[src/rtl/modexp_pkg.sv]
// modexp_pkg: FSM encoding, response error codes and default width shared by modexp_arbiter
package modexp_pkg;
  typedef enum logic [1:0] {S_IDLE, S_ISSUE, S_WAIT, S_RESP} state_t;
  localparam logic ERR_NONE = 1'b0;
  localparam logic ERR_FAIL = 1'b1;
  localparam int DEFAULT_WIDTH = 16;
endpackage

[src/rtl/rr_arbiter.sv]
// rr_arbiter: combinational round-robin pick, search starts one past the last granted id
module rr_arbiter import modexp_pkg::*; #(
  parameter int NUM_REQ = 4
) (
  input  logic [NUM_REQ-1:0]         i_req,
  input  logic [$clog2(NUM_REQ)-1:0] i_ptr,
  output logic [NUM_REQ-1:0]         o_grant
);
  // scan farthest-first so the nearest requester after the pointer is written last and wins
  always_comb begin
    o_grant = '0;
    for (int k = NUM_REQ; k >= 1; k--)
      if (i_req[(int'(i_ptr) + k) % NUM_REQ]) o_grant = NUM_REQ'(1) << ((int'(i_ptr) + k) % NUM_REQ);
  end
endmodule

[src/rtl/modexp_arbiter.sv]
// modexp_arbiter: round-robin front end sharing one modexp engine; MODEXP_ARB_TIMEOUT_EN adds a WAIT watchdog
module modexp_arbiter import modexp_pkg::*; #(
  parameter int NUM_REQ        = 4,
  parameter int WIDTH          = DEFAULT_WIDTH,
  parameter int TIMEOUT_CYCLES = 1024
) (
  input  logic                         clk,
  input  logic                         reset,
  input  logic [NUM_REQ-1:0]           req_valid,
  output logic [NUM_REQ-1:0]           req_ready,
  input  logic [NUM_REQ*WIDTH-1:0]     req_msg,
  input  logic [NUM_REQ*WIDTH-1:0]     req_exp,
  input  logic [NUM_REQ*WIDTH-1:0]     req_mod,
  output logic                         eng_start,
  output logic [WIDTH-1:0]             eng_base,
  output logic [WIDTH-1:0]             eng_exp,
  output logic [WIDTH-1:0]             eng_mod,
  input  logic                         eng_done,
  input  logic [WIDTH-1:0]             eng_result,
  output logic                         rsp_valid,
  input  logic                         rsp_ready,
  output logic [$clog2(NUM_REQ)-1:0]   rsp_id,
  output logic [WIDTH-1:0]             rsp_data,
  output logic                         rsp_err
);
  localparam int IW = $clog2(NUM_REQ);
  state_t r_state, w_next;
  logic [IW-1:0] r_ptr, w_win;
  logic [NUM_REQ-1:0] w_grant;
  logic w_accept, w_timeout;

  rr_arbiter #(.NUM_REQ(NUM_REQ)) u_rr (.i_req(req_valid), .i_ptr(r_ptr), .o_grant(w_grant));

  // one-hot grant to requester index
  always_comb begin
    w_win = '0;
    for (int i = 0; i < NUM_REQ; i++) if (w_grant[i]) w_win = IW'(i);
  end

  assign w_accept = r_state == S_IDLE && |req_valid && !reset;

`ifdef MODEXP_ARB_TIMEOUT_EN
  localparam int CW = $clog2(TIMEOUT_CYCLES + 1);
  logic [CW-1:0] r_cnt;
  // cycles spent in WAIT, cleared whenever the FSM is elsewhere
  always_ff @(posedge clk or posedge reset)
    if (reset) r_cnt <= '0;
    else r_cnt <= r_state == S_WAIT ? r_cnt + 1'b1 : '0;
  assign w_timeout = r_state == S_WAIT && r_cnt == CW'(TIMEOUT_CYCLES - 1);
`else
  assign w_timeout = 1'b0;
`endif

  // FSM state register
  always_ff @(posedge clk or posedge reset)
    if (reset) r_state <= S_IDLE;
    else r_state <= w_next;

  // next state and handshake strobes; a zero modulus skips the engine entirely
  always_comb begin
    w_next = r_state;
    req_ready = '0;
    eng_start = 1'b0;
    rsp_valid = 1'b0;
    case (r_state)
      S_IDLE: begin
        req_ready = w_accept ? w_grant : '0;
        w_next = w_accept ? S_ISSUE : S_IDLE;
      end
      S_ISSUE: begin
        eng_start = eng_mod != '0;
        w_next = eng_mod != '0 ? S_WAIT : S_RESP;
      end
      S_WAIT: w_next = eng_done || w_timeout ? S_RESP : S_WAIT;
      default: begin
        rsp_valid = 1'b1;
        w_next = rsp_ready ? S_IDLE : S_RESP;
      end
    endcase
  end

  // latch the winning job on acceptance, then the response; engine done beats the watchdog
  always_ff @(posedge clk or posedge reset) begin
    if (reset) begin
      r_ptr    <= IW'(NUM_REQ - 1);
      eng_base <= '0;
      eng_exp  <= '0;
      eng_mod  <= '0;
      rsp_id   <= '0;
      rsp_data <= '0;
      rsp_err  <= ERR_NONE;
    end else begin
      if (w_accept) begin
        r_ptr    <= w_win;
        rsp_id   <= w_win;
        eng_base <= req_msg[w_win*WIDTH +: WIDTH];
        eng_exp  <= req_exp[w_win*WIDTH +: WIDTH];
        eng_mod  <= req_mod[w_win*WIDTH +: WIDTH];
      end
      if (r_state == S_ISSUE && eng_mod == '0) begin
        rsp_data <= '0;
        rsp_err  <= ERR_FAIL;
      end
      if (r_state == S_WAIT && (eng_done || w_timeout)) begin
        rsp_data <= eng_done ? eng_result : '0;
        rsp_err  <= eng_done ? ERR_NONE : ERR_FAIL;
      end
    end
  end
endmodule

[config.mk]
export PLATFORM = sky130hd
export DESIGN_NAME = modexp_arbiter
export DESIGN_NICKNAME = d
export VERILOG_FILES = /design/src/rtl/modexp_pkg.sv /design/src/rtl/rr_arbiter.sv /design/src/rtl/modexp_arbiter.sv
export SDC_FILE = /design/constraint.sdc
export NUM_CORES = 1
export LEC_CHECK = 0
export ABC_AREA = 1
export CAP_MARGIN = 5
export CORE_MARGIN = 2
export CORE_UTILIZATION = 40
export DETAILED_ROUTE_END_ITERATION = 10
export GPL_TIMING_DRIVEN = 0
export PLACE_DENSITY = 0.81
export SYNTH_ARGS = -nofsm -noshare
export SYNTH_HDL_FRONTEND = slang
export SYNTH_SLANG_ARGS = --single-unit
[constraint.sdc]
create_clock -name clk -period 7.2 [get_ports clk]
set_input_delay 1.08 -clock clk [delete_from_list [all_inputs] [get_ports clk]]
set_output_delay 1.08 -clock clk [all_outputs]
set_load 0.02 [all_outputs]
== Word level (Yosys, flattened, before mapping) ==
Cells that the tools add are included.

* Word-level logic and storage cells: 78
* Bits of input ports: 216
* Memories kept: 0
* Output and inout port bits: 73
* Memory bits (writable): 0
* Bits in registers: 71
* Latch bits: 0
* ROM bits: 0

* Shift-type cells: 7
* Equal/unequal tests: 2
* Mux-type cells: 34
* $lt $le $gt $ge: 4
* Reductions and logical operators: 15
* Bitwise operators: 4
* Add/subtract/negate cells: 4
* Multiply operators: 0
* Divide/modulo/power cells: 0

{| class="wikitable"
|+ Operators with widths
! cell !! count
|-
| $shiftx 64x7->16 || 3
|-
| $shl 1x32->4 const A || 4
|-
| $mux 16 || 3
|-
| $mux 4 || 6
|-
| $mux 1 || 17
|-
| $logic_not 16->1 || 1
|-
| $lt 3x4->1 const B || 4
|-
| $reduce_bool 16->1 || 1
|-
| $bmux 1 s2 || 4
|-
| $reduce_or 2->1 || 4
|-
| $mux 2 || 3
|-
| $pmux 2 s3 || 1
|-
| $add 2x1->2 const B || 2
|-
| $add 2x2->2 const B || 2
|-
| $and 1x1->1 const A || 4
|-
| $logic_and 1x1->1 || 4
|-
| $reduce_or 4->1 || 1
|-
| $reduce_or 3->1 || 1
|-
| $eq 2x1->1 const B || 1
|-
| $eq 2x2->1 const B || 1
|-
| $logic_not 2->1 || 1
|-
| $reduce_bool 2->1 || 1
|-
| $logic_not 1->1 || 1
|}

== Depth between registers and ports, before layout ==
Gate-level depths: netlist of the first run.

* Word-level depth: 14
* Gate-level depth with buffers: 18
* Mapped depth without buffers: 16

== Hierarchy ==
Synthesis of the first run repeated with hierarchy kept, for this count alone.

* Cell total of the unflattened synthesis: 696
* Area, all modules: 4763.3 um^2

{| class="wikitable"
|+ Modules (own cells, without submodules)
! module !! cells each !! area an instance (um^2) !! seq. area each (um^2) !! instances
|-
| modexp_arbiter || 624 || 4384.2 || 1779.2 || 1
|-
| rr_arbiter || 72 || 379.1 || 0.0 || 1
|}

== Worst setup path before layout of the first run ==
No wires, ideal clock.

* Path type: input to output
* Start: in req_valid[2]
* End: out req_ready[0]
* Stages: 5
* Required time: 6.120 ns
* Data arrival time: 2.338 ns
* Path slack: 3.782 ns
* Buffers on the path: 1
* Cell sequence: nor4_1 -> nor3_1 -> inv_2 -> clkbuf_1 -> a21oi_1

* Cells in the longest elaborated chain, start to end: 9
* Elaborated cells on any way between the ends: 21
* Classes of those cells: mux (18); reduce/logical (3)

{| class="wikitable"
|+ Ends and longest elaborated chain
! what !! line !! RTL
|-
| from (decl) || modexp_arbiter.sv:9 || <nowiki>input logic [NUM_REQ-1:0] req_valid,</nowiki>
|-
| $bmux 1 s2 || rr_arbiter.sv:13 || <nowiki>if (i_req[(int'(i_ptr) + k) % NUM_REQ]) o_grant = NUM_REQ'(1) << ((int'(i_ptr) + k) % NUM_REQ);</nowiki>
|-
| $mux 1 (implied by the code) (2 in series) || rr_arbiter.sv:13 ||
|-
| $mux 4 (4 in series) || rr_arbiter.sv:13 ||
|-
| $mux 4 * || modexp_arbiter.sv:67 || <nowiki>req_ready = w_accept ? w_grant : '0;</nowiki>
|-
| $mux 4 * || modexp_arbiter.sv:65 || <nowiki>case (r_state)</nowiki>
|-
| to (decl) || modexp_arbiter.sv:10 || <nowiki>output logic [NUM_REQ-1:0] req_ready,</nowiki>
|}

Every way passes the cells marked *; elsewhere a longest branch is shown, timed or not. The select of a mux whose other input is x is not followed.

== Worst setup path in the final report of the first run ==
* Start: in req_valid[3]
* End: out req_ready[1]

The elaborated chain is that of the path after synthesis.

==> PnR_summary.wiki, run 1 <==
{| class="wikitable"
! Metric !! Value
|-
| Number of top-level pins || 289
|-
| Max-slew violation count || 0
|-
| Detailed-route via count || 6587
|-
| First-pass GRT wire length || 32000 µm
|-
| Final Routed Wirelength || 20900 µm
|-
| Crit path kind || input pin to output pin
|-
| Area growth from synthesis to final layout || 62.4%
|-
| Average routed wire per standard cell || 15.0 µm
|-
| Fraction of layout instances using a drive strength above 1 || 4.86%
|-
| Worst-case clock skew || 0.00938 ns
|-
| Mean Syn Cell Area || 6.03 µm²
|-
| Critical Path Sink Type || output pin
|-
| Maximum number of buffers from clock root to sink || 2
|-
| Share of synthesized area occupied by flip-flops and latches || 32.4%
|-
| Total Negative Setup Slacks || 0 ns
|-
| Number of standard-cell rows in the floorplan || 42
|-
| Number of buffers added on ports || 288
|-
| Number of nets with antenna violations after detailed routing || 0
|-
| Number of warnings printed during yosys synthesis || 0
|-
| Starting Density || 41.2%
|-
| Number of clock sinks || 71
|-
| CP Max Fanout || 10
|-
| ANT cells || 0
|-
| Worst endpoint data arrival time || 4.17 ns
|-
| Max-cap violations || 0
|-
| Post-DP HPWL || 16000 µm
|-
| Library cell used as clock root buffer || sky130_fd_sc_hd__clkbuf_16
|-
| Cell area after synthesis || 0.00548 mm²
|-
| Clk pin slew, worst setup/hold paths || 0.06 ns
|-
| Clk_lat worst skew || 0.34 ns
|-
| Flops & latches, synth || 71
|-
| Cell taking the most area after synthesis || sky130_fd_sc_hd__dfrtp_1
|-
| Antenna violations before repair || 0
|-
| Final #Nets || 1437
|-
| Final setup fails || 0
|-
| Detailed-route DRC error count || 0
|-
| Commonest cells after routing, fill and taps aside || 405 x sky130_fd_sc_hd__nand2_1, 288 x sky130_fd_sc_hd__clkdlybuf4s50_1, 110 x sky130_fd_sc_hd__inv_1
|-
| Maximum number of pins on one net before global-route repair || 42
|-
| CTS H-tree lvls || 3
|-
| Full die area || 0.0147 mm²
|-
| Area of the multi-input gates || 0.00299 mm²
|-
| Outcome || finished, final reports clean
|-
| Synthesized netlist cell count || 909
|-
| Transition time at the pin with the least slew margin || 1.28 ns
|-
| Via count of the first global-routing pass || 6227
|-
| Final cycle utilization of the critical path || 73.0%
|-
| Number of setup buffers added after CTS || 0
|-
| Max-slew headroom at the worst pin || 14.1%
|-
| Yosys top cell area share || 31.5%
|-
| Vert. Die Dim || 121 µm
|-
| Number of hold violations in the final report || 0
|-
| Largest cells by area after synthesis || sky130_fd_sc_hd__dfrtp_1 31%, sky130_fd_sc_hd__nand2_1 28%, sky130_fd_sc_hd__inv_1 7.6%, sky130_fd_sc_hd__nor2_1 6.9%, sky130_fd_sc_hd__nand3b_1 6.6%
|-
| Via density || 4.74
|-
| Highest clock rate || 190 MHz
|-
| Footprint of the flip-flops and latches || 0.00178 mm²
|-
| Most common cell after layout, fill and taps aside || sky130_fd_sc_hd__nand2_1
|-
| Syn_nets || 1137
|-
| Count of TritonRoute iterations in the first routing pass || 5
|-
| Data required, critical path || 6.12 ns
|-
| Final-layout fill cell count || 1237
|-
| Count of unique library cells instantiated by Yosys || 26
|-
| Min-Delay Path Class || flip-flop to flip-flop
|-
| Number of hold-repair buffers added at the cts stage || 0
|-
| Unrepaired setup endpoints after global routing || false
|-
| Final weighted congestion in routability-driven placement || 0.929
|-
| Drt first-iter violations || 355
|-
| Shortest clock period the worst path allows after layout || 5.25 ns
|-
| CTS Buf Count || 9
|-
| Die Width || 121 µm
|-
| Placeable Area || 0.0133 mm²
|-
| Total Routing Usage GR || 28.1%
|-
| Number of cells upsized or downsized after cts || 0
|-
| GRT Residual Overflow || 0
|-
| TritonCTS clock tree || done
|-
| Startpoint Class || input pin
|}
path summary, 6_finish.rpt:
kind,startpoint,endpoint,slack [ns],cells after the start
worst max-delay path,req_valid[3],req_ready[1],1.95,7
worst max register to register,r_ptr[1]$_DFFE_PP1N_,eng_base[15]$_DFFE_PP0N_,4.18,16
worst min-delay path,eng_base[4]$_DFFE_PP0N_,eng_base[4]$_DFFE_PP0N_,0.48,2
max in group asynchronous,reset,eng_base[7]$_DFFE_PP0N_,5.48,3
min in group asynchronous,reset,rsp_data[10]$_DFFE_PP0P_,1.15,2
worst min register to register,eng_base[4]$_DFFE_PP0N_,eng_base[4]$_DFFE_PP0N_,0.48,2
stage by stage:
step / setup slack, ns / instance area, µm² / util [%] / std cells / hold slack, ns
3_3_place_gp: 1.93 / 8590 / 64.6 / 1373 / 0.461
2_1_floorplan: 3.78 / 5480 / - / 909 / 0.588
3_5_place_dp: 1.97 / 8610 / 64.8 / 1374 / 0.464
4_1_cts: 1.96 / 8910 / 67.0 / 1390 / 0.480
5_1_grt: 1.79 / 8910 / 67.0 / 1390 / 0.501
6_report: 1.95 / 8910 / 67.0 / 1390 / 0.479
layer usage:
layer	GRT usage [%]	routed length, µm	vias up
li1	-	-	3339
met1	33.7	8450	2915
met2	47.7	9860	295
met3	8.13	1910	38
met4	10.6	652	0
met5	0	0	-
worst max-delay path, stage by stage:
cell and delay, ns:
sky130_fd_sc_hd__clkdlybuf4s50_1 0.53, sky130_fd_sc_hd__nor4_1 0.08, sky130_fd_sc_hd__nor3_1 0.97, sky130_fd_sc_hd__inv_2 0.34, sky130_fd_sc_hd__clkbuf_1 0.33, sky130_fd_sc_hd__a21oi_1 0.18
sky130_fd_sc_hd__clkdlybuf4s50_1 0.65
registers in the layout (all words and copies together) (netlist names):
name      cells
eng_exp      16
rsp_id        2
r_state       2
eng_base     16
rsp_err       1
r_ptr         2
rsp_data     16
eng_mod      16
cell usage after synthesis (all sizes together):
master	instances
a21oi	52
buf	27
clkbuf	21
clkinv	2
dfrtp	69
dfstp	2
ha	12
inv	114
nand2	411
nand3	36
nand3b	48
nor2	101
nor3	1
nor4	5
o211ai	1
o21ai	5
or2	2
cell type report:
cell class                      count  share of cell area, %
Buffer                             48                   3.15
Tap cell                          176                   2.47
Multi-Input combinational cell    674                   33.6
Inverter                          116                   4.92
Sequential cell                    71                   20.0
Clock buffer                        9                   2.53
Clock inverter                      7                  0.801
Timing Repair Buffer              289                   32.6
cells by family (layout without fill, tap and decap cells):
family	after synthesis	after routing	share of synthesized area, %
AOI/OAI and AO/OA	58	58	5.61
adders and majority gates	12	12	2.74
and+or+nand+nor	604	604	46.2
buffers and inverters	164	469	13.1
DFF	71	71	32.4
Power of run 1 is not shown: default switching activity piles up to over one toggle a cycle in this logic, so the estimate is an artifact.
==> inputs of run 2 (changes only) <==
--- a/config.mk
+++ b/config.mk
@@ -8,10 +8,10 @@
 export ABC_AREA = 1
 export CAP_MARGIN = 5
 export CORE_MARGIN = 2
-export CORE_UTILIZATION = 40
+export CORE_UTILIZATION = 37
 export DETAILED_ROUTE_END_ITERATION = 10
 export GPL_TIMING_DRIVEN = 0
-export PLACE_DENSITY = 0.81
+export PLACE_DENSITY = 0.79
 export SYNTH_ARGS = -nofsm -noshare
 export SYNTH_HDL_FRONTEND = slang
 export SYNTH_SLANG_ARGS = --single-unit
==> constraint.sdc (replaced) <==
create_clock -name clk -period 4.25 [get_ports clk]
set_input_delay 0.6375 -clock clk [delete_from_list [all_inputs] [get_ports clk]]
set_output_delay 0.6375 -clock clk [all_outputs]
set_load 0.02 [all_outputs]
==> PnR_summary.wiki, run 2 (synthesis gave the netlist of run 1 again) <==
{| class="wikitable"
! Metric !! Value
|-
| Via density || 4.75 (was 4.74)
|-
| Crit path kind || flip-flop to output pin (was input pin to output pin)
|-
| Placeable Area || 0.0145 mm² (was 0.0133 mm²)
|-
| Maximum cell stage delay along the critical path || 0.62 ns (was 0.97 ns)
|-
| Post-DP HPWL || 16000 µm (about the same)
|-
| Number of setup buffers added after CTS || 0 (unchanged)
|-
| Detailed-route via count || 6630 (was 6587)
|-
| Startpoint Class || flip-flop (was input pin)
|-
| Critical path's top delay family || buffers and inverters (unchanged)
|-
| Worst hold path stage count || 2 (unchanged)
|-
| Critical Path Sink Type || output pin (unchanged)
|-
| Antenna violations before repair || 0 (unchanged)
|-
| GRT Residual Overflow || 0 (unchanged)
|-
| Unrepaired setup endpoints after global routing || false (unchanged)
|-
| Total Routing Usage GR || 25.6% (was 28.1%)
|-
| Fraction of layout instances using a drive strength above 1 || 4.78% (was 4.86%)
|-
| Final Routed Wirelength || 20700 µm (was 20900 µm)
|-
| Detailed-route DRC error count || 0 (unchanged)
|-
| R2R Path End || eng_exp[6]$_DFFE_PP0N_ (was eng_base[15]$_DFFE_PP0N_)
|-
| Transition time at the pin with the least slew margin || 0.899 ns (was 1.28 ns)
|-
| Number of clock sinks || 71 (unchanged)
|-
| Cell type of the slowest stage on the worst timing path || sky130_fd_sc_hd__dfstp_2 (was sky130_fd_sc_hd__nor3_1)
|-
| First-pass GRT wire length || 32400 µm (was 32000 µm)
|-
| Data required, critical path || 3.61 ns (was 6.12 ns)
|-
| Clk_lat worst skew || 0.33 ns (was 0.34 ns)
|-
| Area of all placed cells without fillers || 0.00887 mm² (was 0.00891 mm²)
|-
| Drt first-iter violations || 393 (was 355)
|-
| Max-cap violations || 0 (unchanged)
|-
| Number of hold violations in the final report || 0 (unchanged)
|-
| Final cycle utilization of the critical path || 94.5%
|-
| Number of hold-repair buffers added at the cts stage || 0 (unchanged)
|-
| Starting Density || 37.7% (was 41.2%)
|-
| Number of standard-cell rows in the floorplan || 44 (was 42)
|-
| Sink of the worst hold path || eng_exp[6]$_DFFE_PP0N_ (was eng_base[4]$_DFFE_PP0N_)
|-
| TritonCTS clock tree || done (unchanged)
|-
| Count of TritonRoute iterations in the first routing pass || 5 (unchanged)
|-
| Number of buffers added on ports || 288 (unchanged)
|-
| CTS H-tree lvls || 3 (unchanged)
|-
| CTS Buf Count || 9 (unchanged)
|-
| Maximum number of buffers from clock root to sink || 2 (unchanged)
|-
| ANT cells || 0 (unchanged)
|-
| Number of top-level pins || 289 (unchanged)
|-
| Register-to-Register Setup Slack || 1.14 ns (was 4.18 ns)
|-
| Clk pin slew, worst setup/hold paths || 0.05 ns (was 0.06 ns)
|-
| Outcome || finished, final reports clean (unchanged)
|-
| Shortest clock period the worst path allows after layout || 4.02 ns
|-
| Reg2reg start || r_ptr[1]$_DFFE_PP1N_ (unchanged)
|-
| Final weighted congestion in routability-driven placement || 0.921 (was 0.929)
|-
| Critical-path cell list || inv_1 -> ha_1 -> inv_1 -> nand3_1 -> nand2_1 -> nand2_1 -> nand3_1 -> nand2_1 -> nand2_4 -> clkbuf_1 -> nor2_1 -> clkdlybuf4s50_1 (was clkdlybuf4s50_1 -> nor4_1 -> nor3_1 -> inv_2 -> clkbuf_1 -> a21oi_1 -> clkdlybuf4s50_1)
|-
| Die Width || 126 µm (was 121 µm)
|-
| Number of nets with antenna violations after detailed routing || 0 (unchanged)
|-
| Via count of the first global-routing pass || 6254 (was 6227)
|-
| Finished Core Util || 61.0% (was 67.0%)
|-
| Max-slew violation count || 0 (unchanged)
|-
| Most common cell after layout, fill and taps aside || sky130_fd_sc_hd__nand2_1 (unchanged)
|-
| Worst-case clock skew || 0.00437 ns (was 0.00938 ns)
|-
| Final setup fails || 0 (unchanged)
|-
| Worst hold slack after final layout || 0.478 ns (was 0.479 ns)
|-
| Hold path start || eng_exp[6]$_DFFE_PP0N_ (was eng_base[4]$_DFFE_PP0N_)
|-
| Worst endpoint data arrival time || 3.38 ns (was 4.17 ns)
|-
| CP Max Fanout || 10 (unchanged)
|-
| Highest clock rate || 249 MHz
|-
| Library cell used as clock root buffer || sky130_fd_sc_hd__clkbuf_16 (unchanged)
|-
| Placement Cell Area || 0.00861 mm² (about the same)
|-
| Number of cells upsized or downsized after cts || 0 (unchanged)
|-
| Buf/Inv on CP || 4 (unchanged)
|-
| Maximum number of pins on one net before global-route repair || 72 (was 42)
|-
| Full die area || 0.0158 mm² (was 0.0147 mm²)
|-
| Max-slew headroom at the worst pin || 40.1% (was 14.1%)
|-
| Area growth from synthesis to final layout || 61.8% (was 62.4%)
|-
| Most numerous cell on the critical path || sky130_fd_sc_hd__nand2_1 (was sky130_fd_sc_hd__clkdlybuf4s50_1)
|-
| Average routed wire per standard cell || 14.8 µm (was 15.0 µm)
|-
| Reg2reg path depth || 15 (was 16)
|-
| Min-Delay Path Class || flip-flop to flip-flop (unchanged)
|-
| Vert. Die Dim || 126 µm (was 121 µm)
|-
| Final #Nets || 1437 (unchanged)
|-
| Commonest cells after routing, fill and taps aside || 405 x sky130_fd_sc_hd__nand2_1, 288 x sky130_fd_sc_hd__clkdlybuf4s50_1, 110 x sky130_fd_sc_hd__inv_1 (unchanged)
|}
[run 2: cell count changes in the layout (fill, tap and decap cells not counted), sizes merged]
cell / before / now
inv: 115 / 114
clkbuf: 30 / 31
bufinv: 1 / 0
[run 2: area by class of cell]
| cell class | instances | area [µm²] |
|---|---|---|
| Sequential cell | 71 | 1780 |
| Tap cell | 184 | 230 |
| Buffer | 48 | 280 |
| Clock buffer | 10 | 239 |
| Inverter | 116 | 438 |
| Timing Repair Buffer | 289 | 2890 |
| Fill cell | 1407 | 5660 |
| Clock inverter | 5 | 25.0 |
| Multi-Input combinational cell | 674 | 2990 |
[run 2: tightest hold or removal path, delay by kind of cell, from the launching register on]
family / cells / cell delay [ns]
DFF: 1 / 0.34
and+or+nand+nor: 2 / 0.11
[run 2: how the worst max path moves through the flow]
stage,cells after the start,slack [ns],start,to
2_1_floorplan,11,1.48,r_ptr[1]$_DFFE_PP1N_,req_ready[3]
3_3_place_gp,7,-0.27,req_valid[3],req_ready[1]
3_5_place_dp,7,0.33,req_valid[2],req_ready[1]
4_1_cts,12,0.23,r_ptr[1]$_DFFE_PP1N_,req_ready[3]
5_1_grt,12,0.06,r_ptr[1]$_DFFE_PP1N_,req_ready[3]
6_report,12,0.23,r_ptr[1]$_DFFE_PP1N_,req_ready[3]
[run 2: metal layers]
layer  wire, µm  global-route usage, %
met1       8510                   31.7
met2       9950                   44.1
met3       1810                   6.75
met4        391                   7.30
met5          0                      0
[run 2: through the flow]
step	TNS [ns]	std cells	setup slack [ns]
detailed placement	0	1382	0.329
global route	0	1397	0.0588
global placement	-0.889	1381	-0.269
floorplan	0	909	1.48
finish	0	1397	0.232
CTS	0	1397	0.233
Power of run 2 is left out for the same reason.
